`config.mk`:
```
export PLATFORM = sky130hd
export DESIGN_NAME = memory_access_unit
export DESIGN_NICKNAME = d
export VERILOG_FILES = /design/src/rtl/memory_access_unit.sv
export SDC_FILE = /design/constraint.sdc
export NUM_CORES = 1
export LEC_CHECK = 0
export ABC_AREA = 1
export BUFFER_PORTS_ARGS = -buffer_cell sky130_fd_sc_hd__clkbuf_2
export CELL_PAD_IN_SITES_DETAIL_PLACEMENT = 1
export CELL_PAD_IN_SITES_GLOBAL_PLACEMENT = 1
export CORE_UTILIZATION = 25
export DETAILED_ROUTE_END_ITERATION = 12
export GPL_TIMING_DRIVEN = 0
export HOLD_SLACK_MARGIN = 0.05
export PLACE_DENSITY = 0.6
export SLEW_MARGIN = 30
export SYNTH_ARGS = -nofsm -noshare
export SYNTH_HDL_FRONTEND = slang
export SYNTH_SLANG_ARGS = --single-unit
```
`constraint.sdc`:
```
create_clock -name clock -period 3.5 [get_ports clock]
set_input_delay 0.7 -clock clock [delete_from_list [all_inputs] [get_ports clock]]
set_output_delay 0.7 -clock clock [all_outputs]
set_load 0.05 [all_outputs]
```
`src/rtl/memory_access_unit.sv`:
```
// memory_access_unit: load/store unit between the pipeline and a simple
// ack-handshake memory port. Handles byte/halfword/word lane selection and
// store-data replication. Load data comes back right-justified and zero-filled.
// Each access is bounded by a timeout that returns an error response.
// Optional feature macro: MISALIGN_TRAP_EN. When it is defined, misaligned
// halfword/word requests return an error without touching memory. When it is
// undefined, the offending low address bits are dropped.
module memory_access_unit #(
   parameter int unsigned TIMEOUT_CYCLES = 16
) (
   input  logic        clock,
   input  logic        reset_n,
   input  logic        req_valid,
   input  logic        req_write,
   input  logic [31:0] req_addr,
   input  logic [1:0]  req_size,
   input  logic [31:0] req_wdata,
   output logic        req_ready,
   output logic        mem_en,
   output logic        mem_we,
   output logic [31:0] mem_addr,
   output logic [3:0]  mem_be,
   output logic [31:0] mem_wdata,
   input  logic [31:0] mem_rdata,
   input  logic        mem_ack,
   output logic        resp_valid,
   output logic [31:0] resp_data,
   output logic [1:0]  resp_size,
   output logic        resp_error,
   output logic        stall
);

   localparam int CNT_W = (TIMEOUT_CYCLES > 1) ? $clog2(TIMEOUT_CYCLES + 1) : 1;
   localparam logic [CNT_W-1:0] CNT_LAST = CNT_W'(TIMEOUT_CYCLES - 1);

   typedef enum logic [1:0] {
      IDLE   = 2'd0,
      ACCESS = 2'd1,
      RESP   = 2'd2
   } state_t;

   state_t           state;
   logic [CNT_W-1:0] cnt;
   logic             cap_write;
   logic [1:0]       cap_size;
   logic [1:0]       cap_off;
   logic [1:0]       req_off;

   // Offset actually used for lane selection; the sub-size bits are dropped
   // so a misaligned access degrades to its naturally aligned container.
   function automatic logic [1:0] eff_offset(input logic [1:0] size, input logic [1:0] off);
      case (size)
         2'd2:    return off;
         2'd1:    return {off[1], 1'b0};
         default: return 2'b00;
      endcase
   endfunction

   function automatic logic [3:0] lane_enable(input logic [1:0] size, input logic [1:0] off);
      case (size)
         2'd2:    return 4'b0001 << off;
         2'd1:    return off[1] ? 4'b1100 : 4'b0011;
         default: return 4'b1111;
      endcase
   endfunction

   function automatic logic [31:0] replicate_store(input logic [1:0] size, input logic [31:0] wdata);
      case (size)
         2'd2:    return {4{wdata[7:0]}};
         2'd1:    return {2{wdata[15:0]}};
         default: return wdata;
      endcase
   endfunction

   function automatic logic [31:0] align_load(input logic [1:0] size, input logic [1:0] off,
                                              input logic [31:0] rdata);
      logic [31:0] shifted;
      shifted = rdata >> {off, 3'b000};
      case (size)
         2'd2:    return {24'd0, shifted[7:0]};
         2'd1:    return {16'd0, shifted[15:0]};
         default: return shifted;
      endcase
   endfunction

`ifdef MISALIGN_TRAP_EN
   function automatic logic misaligned(input logic [1:0] size, input logic [1:0] off);
      case (size)
         2'd2:    return 1'b0;
         2'd1:    return off[0];
         default: return off != 2'b00;
      endcase
   endfunction
`endif

   assign req_off   = eff_offset(req_size, req_addr[1:0]);
   assign req_ready = (state == IDLE);
   assign stall     = (state != IDLE);

   // Request/response FSM with registered memory-side and response outputs.
   always_ff @(posedge clock or negedge reset_n) begin
      if (!reset_n) begin
         state      <= IDLE;
         cnt        <= '0;
         cap_write  <= 1'b0;
         cap_size   <= 2'd0;
         cap_off    <= 2'd0;
         mem_en     <= 1'b0;
         mem_we     <= 1'b0;
         mem_addr   <= 32'd0;
         mem_be     <= 4'b0000;
         mem_wdata  <= 32'd0;
         resp_valid <= 1'b0;
         resp_error <= 1'b0;
         resp_data  <= 32'd0;
         resp_size  <= 2'd0;
      end else begin
         case (state)
            IDLE: begin
               resp_valid <= 1'b0;
               if (req_valid) begin
                  cap_write <= req_write;
                  cap_size  <= req_size;
                  cap_off   <= req_off;
                  cnt       <= '0;
`ifdef MISALIGN_TRAP_EN
                  if (misaligned(req_size, req_addr[1:0])) begin
                     state      <= RESP;
                     resp_valid <= 1'b1;
                     resp_error <= 1'b1;
                     resp_data  <= 32'd0;
                     resp_size  <= req_size;
                  end else
`endif
                  begin
                     state     <= ACCESS;
                     mem_en    <= 1'b1;
                     mem_we    <= req_write;
                     mem_addr  <= {req_addr[31:2], 2'b00};
                     mem_be    <= lane_enable(req_size, req_off);
                     mem_wdata <= replicate_store(req_size, req_wdata);
                  end
               end
            end
            ACCESS: begin
               // An ack in the last allowed cycle wins over the timeout.
               if (mem_ack || (cnt == CNT_LAST)) begin
                  state      <= RESP;
                  mem_en     <= 1'b0;
                  mem_we     <= 1'b0;
                  mem_be     <= 4'b0000;
                  resp_valid <= 1'b1;
                  resp_size  <= cap_size;
                  resp_error <= !mem_ack;
                  if (mem_ack && !cap_write)
                     resp_data <= align_load(cap_size, cap_off, mem_rdata);
                  else
                     resp_data <= 32'd0;
               end else begin
                  cnt <= cnt + CNT_W'(1);
               end
            end
            RESP: begin
               resp_valid <= 1'b0;
               state      <= IDLE;
            end
            default: begin
               state <= IDLE;
            end
         endcase
      end
   end

endmodule

```
==> out/results.ini, run 1 <==
[status]
status=completed

[power]
ir_drop_uv=409.5
leakage_uw=0.004168
power_density_nw_per_um2=1018

[setup_path]
crit_path_end_kind=primary output
crit_fanout=3
cp_slowest_cell=dfrtp_1
crit_type=reg2out
path_delay_family=flip-flops
arrival_ns=1.31
worst_ep_required_time_ns=2.80
worst_setup_path_start_kind=register
cp.buffers_inverters=1
cpPeakStageDelay_ns=0.44
cp_cell_sequence=nor2_4 > clkbuf_2

[clock_tree]
tritoncts=built
clockRootBuffer=clkbuf_16
clk_pin_slew_ns=0.06
holdBufCountCts=0
clock_sinks=116
cts_resized=0
htree_levels=4
post_cts_buffers=0
insertion_delay_ns=0.42
numCtsBuffers=17
cts_buffer_depth=2

[global_routing]
antenna_found_initial=2
grt_pass1_vias=5672
overflow=0
grt_pass1_wl_um=30870
grt_max_degree=44
grtUsageTotal_pct=18.36

[worst_hold_path]
hold_class=in2async

[floorplan]
core_area_um2=21090
io_pins=211
start_util_pct=25.54
die_y_um=148.8
fp.dieW_um=148.8
placementRows=53
dieArea_um2=22130

[timing]
tightestPinTransition_ns=0.6721
finalMaxSlewViolations=0
finalClockSkew_ns=0.01046
fin_crit_ns=2.012
rsz0062_at_grt=no
setup_viol_count_final=0
min_period_over_period_pct=57.49
hold_viol=0
finalSetupTns_ns=0
relSlewSlack_pct=55.20
fmax_mhz=497.0

[routing]
drc=0
route.detailed.wl_per_inst_um=15.90
vias=5307
wl_um=19320
firstDrtPassIters=5
ant_nets=0
routed_via_density=4.368
drtIter0Drc=162

[finish]
drive_above_1_share_pct=30.32
final_nets=1035
final_cell_mix=nand2_1 (329), clkbuf_2 (207), dfrtp_1 (116)
fin_util_pct=35.24
syn_to_final_growth_pct=37.99
antenna_cells=0
layout_commonest_cell=nand2_1

[synthesis]
yosys_warnings=0
syn_inst=697
synth_top_area_cell=dfrtp_1
synth.distinct_cells=23
netlist_area_um2=5385
synth-seq-area-share_pct=53.90
avgSynthCellArea_um2=7.726
yosys.area.top_type_share_pct=53.90
yosys-top-cells-area=dfrtp_1 (54%), nand2_1 (23%), a21oi_1 (4.7%)
synth_seq_cells=116

[placed_design]
gp_congestion=0.7873
dpl.hpwl_um=14620
portBuffers=208

[flow_run]
cap_violations=0

registers in the layout, summed over array words and instances (netlist names):
signal / cells
state: 2
cap_write: 1
cap_size: 2
resp_error: 1
cnt: 5
cap_off: 2
resp_size: 2
resp_data: 32
mem_en: 1
resp_valid: 1
mem_we: 1
mem_addr: 30
mem_wdata: 32
mem_be: 4
synth_stat cells (all sizes together):
cell type and n:
ha 5, a21oi 51, buf 32, nand4 2
nor3b 1, inv 28, nand3 41, o31ai 1
nor2 52, conb 1, nand2 332, dfrtp 116
clkbuf 7, nor3 1, o21ai 27
routing by layer:
| metal | GRT usage (%) | vias to the layer above | part of all wire (%) |
|---|---|---|---|
| met5 | 0 | - | 0 |
| met4 | 4.286 | 0 | 0.78 |
| met3 | 7.248 | 11 | 8.6 |
| met2 | 29.63 | 160 | 46 |
| met1 | 22.97 | 2498 | 45 |
| li1 | - | 2638 | - |
cells by family after synthesis:
| family | synth area share, % |
|---|---|
| AO/OA/AOI/OAI | 7.388 |
| adder cells (fa/ha/maj) | 1.162 |
| buffers and inverters | 5.786 |
| flip-flops | 53.90 |
| other | 0.06964 |
| AND/OR/NAND/NOR | 31.69 |
through the flow:
step | cell area, µm² | setup WS, ns | hold slack [ns] | std cells | power, µW
6_report | 7431 | 1.488 | 0.1808 | 1215 | 7562
5_1_grt | 7431 | 1.434 | 0.1812 | 1215 | 8015
4_1_cts | 7431 | 1.446 | 0.1780 | 1215 | 7670
3_5_place_dp | 6838 | 1.207 | 0.4640 | 1183 | 5843
3_3_place_gp | 6774 | -0.3379 | 0.4628 | 1181 | 5801
2_1_floorplan | 5389 | 1.705 | 0.4044 | 698 | 4812
path summary, 6_finish.rpt:
kind / start / end / slack, ns / depth (start not counted)
hold reg to reg: resp_data[20]$_DFFE_PN0P_ / resp_data[20]$_DFFE_PN0P_ / 0.48 / 2
setup / recovery: state[0]$_DFFE_PN0P_ / req_ready / 1.49 / 2
min in group clock: req_addr[10] / mem_addr[10]$_DFFE_PN0P_ / 0.47 / 3
max in group asynchronous: reset_n / mem_addr[14]$_DFFE_PN0P_ / 2.52 / 3
setup reg to reg: cnt[1]$_DFFE_PN0P_ / resp_data[27]$_DFFE_PN0P_ / 1.76 / 11
hold / removal: reset_n / resp_data[20]$_DFFE_PN0P_ / 0.18 / 1
power by group:
part | leakage [µW] | switching, µW | internal (µW) | total, µW
registers | 0.00145 | 313 | 1870 | 2190
logic | 0.00243 | 2830 | 759 | 3590
clock network | 0.000286 | 714 | 1070 | 1780
total | 0.00417 | 3860 | 3700 | 7560
layout make-up:
class                   count  area [µm²]
plain buffers              39       203.9
clock buffers              17       425.4
clock inverters            15       167.7
fillers                  2683       13660
inverters                  28       107.6
multi-input cells         515        2175
flip-flops and latches    116        2903
well taps                 275       344.1
repair buffers            210        1105
Power figures use the tool's default switching activity.
==> inputs of run 2 (changes only) <==
--- a/config.mk
+++ b/config.mk
@@ -5,7 +5,7 @@
 export SDC_FILE = /design/constraint.sdc
 export NUM_CORES = 1
 export LEC_CHECK = 0
-export ABC_AREA = 1
+export ABC_AREA = 0
 export BUFFER_PORTS_ARGS = -buffer_cell sky130_fd_sc_hd__clkbuf_2
 export CELL_PAD_IN_SITES_DETAIL_PLACEMENT = 1
 export CELL_PAD_IN_SITES_GLOBAL_PLACEMENT = 1
@@ -13,7 +13,7 @@
 export DETAILED_ROUTE_END_ITERATION = 12
 export GPL_TIMING_DRIVEN = 0
 export HOLD_SLACK_MARGIN = 0.05
-export PLACE_DENSITY = 0.6
+export PLACE_DENSITY = 0.59
 export SLEW_MARGIN = 30
 export SYNTH_ARGS = -nofsm -noshare
 export SYNTH_HDL_FRONTEND = slang
==> constraint.sdc (replaced) <==
create_clock -name clock -period 1.9 [get_ports clock]
set_input_delay 0.38 -clock clock [delete_from_list [all_inputs] [get_ports clock]]
set_output_delay 0.38 -clock clock [all_outputs]
set_load 0.05 [all_outputs]
==> run 2 against run 1 <==
  * Final area shrank 0.83%
  * Die area shrank 3.8%
  * Hold slack lost 0.033 ns
  * Via count shrank 7.2%
  * Combinational power grew 77%
  * Setup slack lost 1.5 ns
  * Total power grew 85%
  * Global-route usage is essentially flat
  * Cell count shrank 13%
  * Sequential power grew 84%
  * First-iteration DRC count shrank 14%
  * Count of clock-buffer cells in the layout grew 3
  * Largest cell class unchanged
  * Largest power group unchanged
==> out/results.ini, run 2 <==
[floorplan]
start_util_pct=25.52  ; about the same
die_y_um=145.9  ; -1.9%
io_pins=211  ; unchanged
placementRows=52  ; -1.9%
core_area_um2=20300  ; -3.7%
fp.dieW_um=145.9  ; -1.9%
dieArea_um2=21300  ; -3.8%

[timing]
finalSetupTns_ns=0  ; unchanged
finalMaxSlewViolations=0  ; unchanged
min_period_over_period_pct=98.49
tightestPinTransition_ns=0.7287  ; +0.05659 ns
fmax_mhz=534.4
rsz0062_at_grt=yes
holdWs_ns=0.1477  ; -0.03309 ns
relSlewSlack_pct=51.42  ; -3.8 points
finalClockSkew_ns=0.01211  ; +0.001649 ns
fin_crit_ns=1.871
hold_viol=0  ; unchanged
setup_viol_count_final=0  ; unchanged

[setup_path]
crit_fanout=4  ; +1
reg2reg_from=cnt[1]$_DFFE_PN0P_
startpoint=cnt[1]$_DFFE_PN0P_
crit_type=reg2reg
arrival_ns=2.18  ; +0.87 ns
worst_setup_path_start_kind=register
crit_path_end_kind=register
rrSetupSlack_ns=0.03  ; -1.73 ns
worst_ep_required_time_ns=2.21  ; -0.59 ns

[synthesis]
synth_seq_cells=116  ; unchanged
synth-seq-area-share_pct=56.04  ; +2.1 points
yosysMostFrequentCell=nand2_1
yosys-top-cells-area=dfrtp_1 (56%), nand2_1 (14%), mux2i_1 (3.1%)
async_flop_share_pct=100.0  ; unchanged
syn_inst=542  ; -22%
synth_edf_count=0  ; unchanged
synth.distinct_cells=36  ; +57%
avgSynthCellArea_um2=9.557  ; +24%
synth_top_area_cell=dfrtp_1
netlist_area_um2=5180  ; -3.8%
ys_top_cells_by_count=nand2_1 (192), dfrtp_1 (116), nor2_1 (26)
yosys_warnings=0  ; unchanged
synth_flop_cell=dfrtp_1
yosys.area.top_type_share_pct=56.04  ; +2.1 points

[flow_run]
cap_violations=0  ; unchanged

[power]
switching_share_pct=48.19  ; -2.9 points
ir_drop_uv=750.3  ; +83%
total_power_uw=13990  ; +85%
leakage_uw=0.003828  ; -8.2%
power_density_nw_per_um2=1898  ; +86%
p_comb_share_pct=45.6  ; -1.9 points
p_int_uw=7246  ; +96%
pwr-share-seq_pct=28.9  ; about the same
power_switching_uw=6741  ; +75%
pwr-share-clk_pct=25.6  ; +2.0 points

[routing]
firstDrtPassIters=4  ; -1
wl_um=18820  ; -2.6%
drc=0  ; unchanged
drtIter0Drc=139  ; -14%
vias=4923  ; -7.2%
route.detailed.wl_per_inst_um=17.77  ; +12%
ant_nets=0  ; unchanged
routed_via_density=4.649  ; +6.4%

[finish]
syn_to_final_growth_pct=42.27
drive_above_1_share_pct=35.23  ; +4.9 points
layout_commonest_cell=clkbuf_2
final_nets=884  ; -15%
final_cell_mix=clkbuf_2 (209), nand2_1 (191), dfrtp_1 (116)
antenna_cells=0  ; unchanged
top_regs=mem_wdata (32), resp_data (32), mem_addr (30)

[clock_tree]
htree_levels=4  ; unchanged
numCtsBuffers=17  ; unchanged
clockRootBuffer=clkbuf_16
cts_buffer_depth=2  ; unchanged
clock_sinks=116  ; unchanged
clk_pin_slew_ns=0.06  ; about the same
tritoncts=built
insertion_delay_ns=0.42  ; about the same

[global_routing]
grtUsageTotal_pct=18.35  ; about the same
grt_max_degree=62  ; +41%
grt_pass1_vias=5265  ; -7.2%
antenna_found_initial=0  ; -2
grt_pass1_wl_um=29840  ; -3.4%
overflow=0  ; unchanged

[worst_hold_path]
holdCritStartpoint=req_addr[21]
hold_class=in2reg

[status]
status=completed

[placed_design]
dpl.hpwl_um=14060  ; -3.9%
portBuffers=208  ; unchanged
gp_congestion=0.8209  ; +4.3%

==> run 2: changes by cell type in the layout (fill, tap and decap cells not counted), moves of 13 or more <==
cell | previous run | this run
nand2_1 | 329 | 191
mux2i_1 | 0 | 16
inv_1 | 24 | 9
buf_2 | 25 | 12
a21oi_1 | 51 | 4
nand3_1 | 41 | 9
nor2_1 | 49 | 24
a221oi_1 | 0 | 16
nor2b_1 | 0 | 25
o31ai_1 | 1 | 17
==> run 2: final timing paths <==
path,depth (start not counted),to
worst max-delay path,7,cnt[4]$_DFFE_PN0P_
worst min-delay path,3,mem_addr[21]$_DFFE_PN0P_
worst max register to register,7,cnt[4]$_DFFE_PN0P_
worst min register to register,2,resp_data[27]$_DFFE_PN0P_
max in group asynchronous,3,mem_wdata[16]$_DFFE_PN0P_
min in group asynchronous,2,resp_data[8]$_DFFE_PN0P_
==> run 2: kinds of logic (layout without fill, tap and decap cells) <==
logic type | count (synthesis) | in the layout | synth area share, %
AOI/OAI and AO/OA | 94 | 94 | 13.86
xor gates and xnor gates | 2 | 2 | 0.3382
adders and majority gates | 5 | 5 | 1.208
buffers and inverters | 46 | 292 | 4.010
DFF | 116 | 116 | 56.04
muxes | 16 | 16 | 3.092
other | 1 | 2 | 0.07239
and+or+nand+nor | 262 | 262 | 21.38
==> run 2: area by class of cell <==
cell class / instances / area [µm²]
fillers: 2428 / 12930
clock inverters: 12 / 202.7
flip-flops and latches: 116 / 2903
plain buffers: 37 / 190.2
clock buffers: 20 / 446.7
repair buffers: 214 / 1117
inverters: 9 / 33.78
well taps: 270 / 337.8
multi-input cells: 381 / 2138
==> run 2: critical path: stages (launching register included) <==
cell and delay (ns):
dfrtp_1 0.39, ha_2 0.18, and3_4 0.19, ha_4 0.17
or4b_4 0.53, nand2_4 0.10, o31ai_4 0.07, o2bb2ai_2 0.13
==> run 2: per-layer routing <==
metal / up-vias / part of all wire (%) / GRT usage, %
li1: 2302 / - / -
met1: 2405 / 44 / 23.53
met2: 196 / 46 / 28.88
met3: 20 / 8.5 / 6.238
met4: 0 / 1.4 / 6.053
met5: - / 0 / 0
==> run 2: metrics by stage <==
stage / std cells / util (%) / setup WS [ns] / cell area, µm²
2_1_floorplan: 543 / - / 0.03337 / 5186
3_3_place_gp: 1021 / 32.34 / -1.418 / 6565
3_5_place_dp: 1022 / 32.52 / -0.2066 / 6601
4_1_cts: 1058 / 36.11 / 0.003916 / 7330
5_1_grt: 1059 / 36.30 / -0.01162 / 7370
6_report: 1059 / 36.30 / 0.02867 / 7370
==> run 2: what timing repair did <==
item	in CTS	in global routing
endpoints found under the hold margin	60	0
setup buffers	3	1
gates resized for setup	11	9
hold buffers	1	0
setup endpoints to repair	34	34
pin swaps	1	2
==> run 2: power groups by stage <==
stage                     registers (µW)  logic, µW  clock network, µW
after floorplan                     7090       1470                  0
after global placement              4030       6240                  0
after detailed placement            4060       6340                  0
after CTS                           4040       6400               3660
after global routing                4160       6770               3780
final                               4040       6370               3580
==> inputs of run 3 (changes only) <==
--- a/config.mk
+++ b/config.mk
@@ -9,11 +9,11 @@
 export BUFFER_PORTS_ARGS = -buffer_cell sky130_fd_sc_hd__clkbuf_2
 export CELL_PAD_IN_SITES_DETAIL_PLACEMENT = 1
 export CELL_PAD_IN_SITES_GLOBAL_PLACEMENT = 1
-export CORE_UTILIZATION = 25
+export CORE_UTILIZATION = 35
 export DETAILED_ROUTE_END_ITERATION = 12
 export GPL_TIMING_DRIVEN = 0
 export HOLD_SLACK_MARGIN = 0.05
-export PLACE_DENSITY = 0.59
+export PLACE_DENSITY = 0.78
 export SLEW_MARGIN = 30
 export SYNTH_ARGS = -nofsm -noshare
 export SYNTH_HDL_FRONTEND = slang
==> run 3 against run 2 <==
  * Count of clock-buffer cells in the layout grew 2
  * Utilization grew 14 points
  * Largest power group unchanged
  * Largest cell class unchanged
  * Sequential power is essentially flat
  * Hold slack gained 0.012 ns
==> out/results.ini, run 3 (synthesized netlist as in run 2, its figures left out) <==
[routing]
ant_nets=0  ; unchanged
route.detailed.wl_per_inst_um=18.91  ; +6.4%
routed_via_density=5.191  ; +12%
drc=0  ; unchanged
drtIter0Drc=237  ; +71%
wl_um=18460  ; -1.9%
vias=5066  ; +2.9%
firstDrtPassIters=5  ; +1

[floorplan]
start_util_pct=35.78  ; +10 points
dieArea_um2=15290  ; -28%
die_y_um=123.7  ; -15%
placementRows=44  ; -15%
core_area_um2=14480  ; -29%
fp.dieW_um=123.7  ; -15%
io_pins=211  ; unchanged

[setup_path]
cp_cell_sequence=ha_2 > and3_4 > ha_4 > buf_6 > nor4b_4 > buf_4 > nor2_2 > a22o_1
cpPeakStageDelay_ns=0.38  ; -0.15 ns
startpoint=cnt[1]$_DFFE_PN0P_
crit_fanout=4  ; unchanged
crit_type=reg2reg
worst_ep_required_time_ns=2.20  ; about the same
worst_setup_path_start_kind=register
reg2reg_from=cnt[1]$_DFFE_PN0P_
crit_path_end_kind=register
arrival_ns=2.16  ; -0.02 ns
cp_slowest_cell=dfrtp_1

[worst_hold_path]
hold_class=in2reg
holdCritStartpoint=req_addr[12]

[finish]
syn_to_final_growth_pct=40.60
antenna_cells=0  ; unchanged
post_layout_nonfiller_instances=976  ; -7.8%
drive_above_1_share_pct=35.48  ; +0.25 points
layout_commonest_cell=clkbuf_2
top_regs=mem_wdata (32), resp_data (32), mem_addr (30)
final_cell_mix=clkbuf_2 (209), nand2_1 (191), dfrtp_1 (116)
final_nets=888  ; +0.45%
fin_util_pct=50.30  ; +14 points

[timing]
finalClockSkew_ns=0.008656  ; -0.003453 ns
tightestPinTransition_ns=0.7309  ; +0.002240 ns
finalMaxSlewViolations=0  ; unchanged
rsz0062_at_grt=yes
relSlewSlack_pct=51.09  ; -0.33 points
setup_viol_count_final=0  ; unchanged
fin_crit_ns=1.856  ; -0.01493 ns
min_period_over_period_pct=97.71  ; -0.79 points
hold_viol=0  ; unchanged
fmax_mhz=538.7  ; +0.80%

[placed_design]
place_inst=936  ; -8.4%
dpl.hpwl_um=13100  ; -6.8%
gp_congestion=0.8881  ; +8.2%
portBuffers=208  ; unchanged

[flow_run]
cap_violations=0  ; unchanged

[global_routing]
overflow=0  ; unchanged
grt_max_degree=71  ; +15%
grtUsageTotal_pct=24.91  ; +6.6 points
grt_pass1_wl_um=28390  ; -4.9%
grt_pass1_vias=5404  ; +2.6%
antenna_found_initial=0  ; unchanged

[power]
leakage_uw=0.003851  ; +0.62%
power_density_nw_per_um2=1928  ; +1.6%
total_power_uw=14040  ; +0.41%
ir_drop_uv=1019  ; +36%

[clock_tree]
clockRootBuffer=clkbuf_16
tritoncts=built
clk_pin_slew_ns=0.05  ; about the same
htree_levels=4  ; unchanged
insertion_delay_ns=0.41  ; about the same
clock_sinks=116  ; unchanged
numCtsBuffers=17  ; unchanged
cts_buffer_depth=2  ; unchanged

[status]
status=completed

run 3: worst max-delay path: cells and delay by family (launching register included):
kind | cells | cell delay (ns)
buffers and inverters | 2 | 0.29
and+or+nand+nor | 3 | 0.54
adders and majority gates | 2 | 0.37
DFF | 1 | 0.38
AOI/OAI and AO/OA | 1 | 0.17
run 3: path summary, 6_finish.rpt:
kind | slack [ns] | cells past startpoint | endpoint
max | 0.04 | 8 | cnt[1]$_DFFE_PN0P_
min | 0.16 | 3 | mem_addr[12]$_DFFE_PN0P_
max reg2reg | 0.04 | 8 | cnt[1]$_DFFE_PN0P_
min reg2reg | 0.48 | 2 | resp_data[28]$_DFFE_PN0P_
max in group asynchronous | 0.72 | 3 | mem_wdata[12]$_DFFE_PN0P_
min in group asynchronous | 0.48 | 2 | resp_data[30]$_DFFE_PN0P_
run 3: area by class of cell:
| class | instances | area, µm² |
|---|---|---|
| fillers | 1710 | 7196 |
| flip-flops and latches | 116 | 2903 |
| multi-input cells | 381 | 2135 |
| repair buffers | 218 | 1151 |
| clock buffers | 22 | 474.2 |
| well taps | 184 | 230.2 |
| plain buffers | 37 | 181.4 |
| clock inverters | 9 | 175.2 |
| inverters | 9 | 33.78 |
run 3: what timing repair did:
| item | CTS | global route |
|---|---|---|
| endpoints found under the setup margin | 35 | 12 |
| buffers inserted | 5 | 3 |
| cloned | 0 | 0 |
| hold endpoints to repair | 46 | 0 |
| gates resized for setup | 11 | 8 |
| hold buffers | 1 | 0 |
| pin swaps | 5 | 4 |
run 3: routing by layer:
metal | wire length [µm] | track usage (%) | vias up
li1 | - | - | 2301
met1 | 7447 | 28.93 | 2515
met2 | 9143 | 42.53 | 219
met3 | 1438 | 8.242 | 31
met4 | 431 | 9.262 | 0
met5 | 0 | 0 | -
run 3: where the power goes:
part           internal [µW]  switching (µW)  leakage [µW]  total, µW
Clock                   2420            1150      0.000312       3570
Combinational           1470            4950       0.00207       6420
Sequential              3430             625       0.00147       4050
run 3: stage by stage:
step           instance area, µm²  hold slack [ns]  setup WS [ns]  setup TNS, ns
3_5_place_dp                 6494           0.3577        -0.2369         -7.547
5_1_grt                      7283           0.1546       -0.06411        -0.2230
6_report                     7283           0.1602        0.04359              0
2_1_floorplan                5186          0.08441        0.03337              0
4_1_cts                      7237           0.1480       0.004682              0
3_3_place_gp                 6457           0.4524         -1.336        -157.79
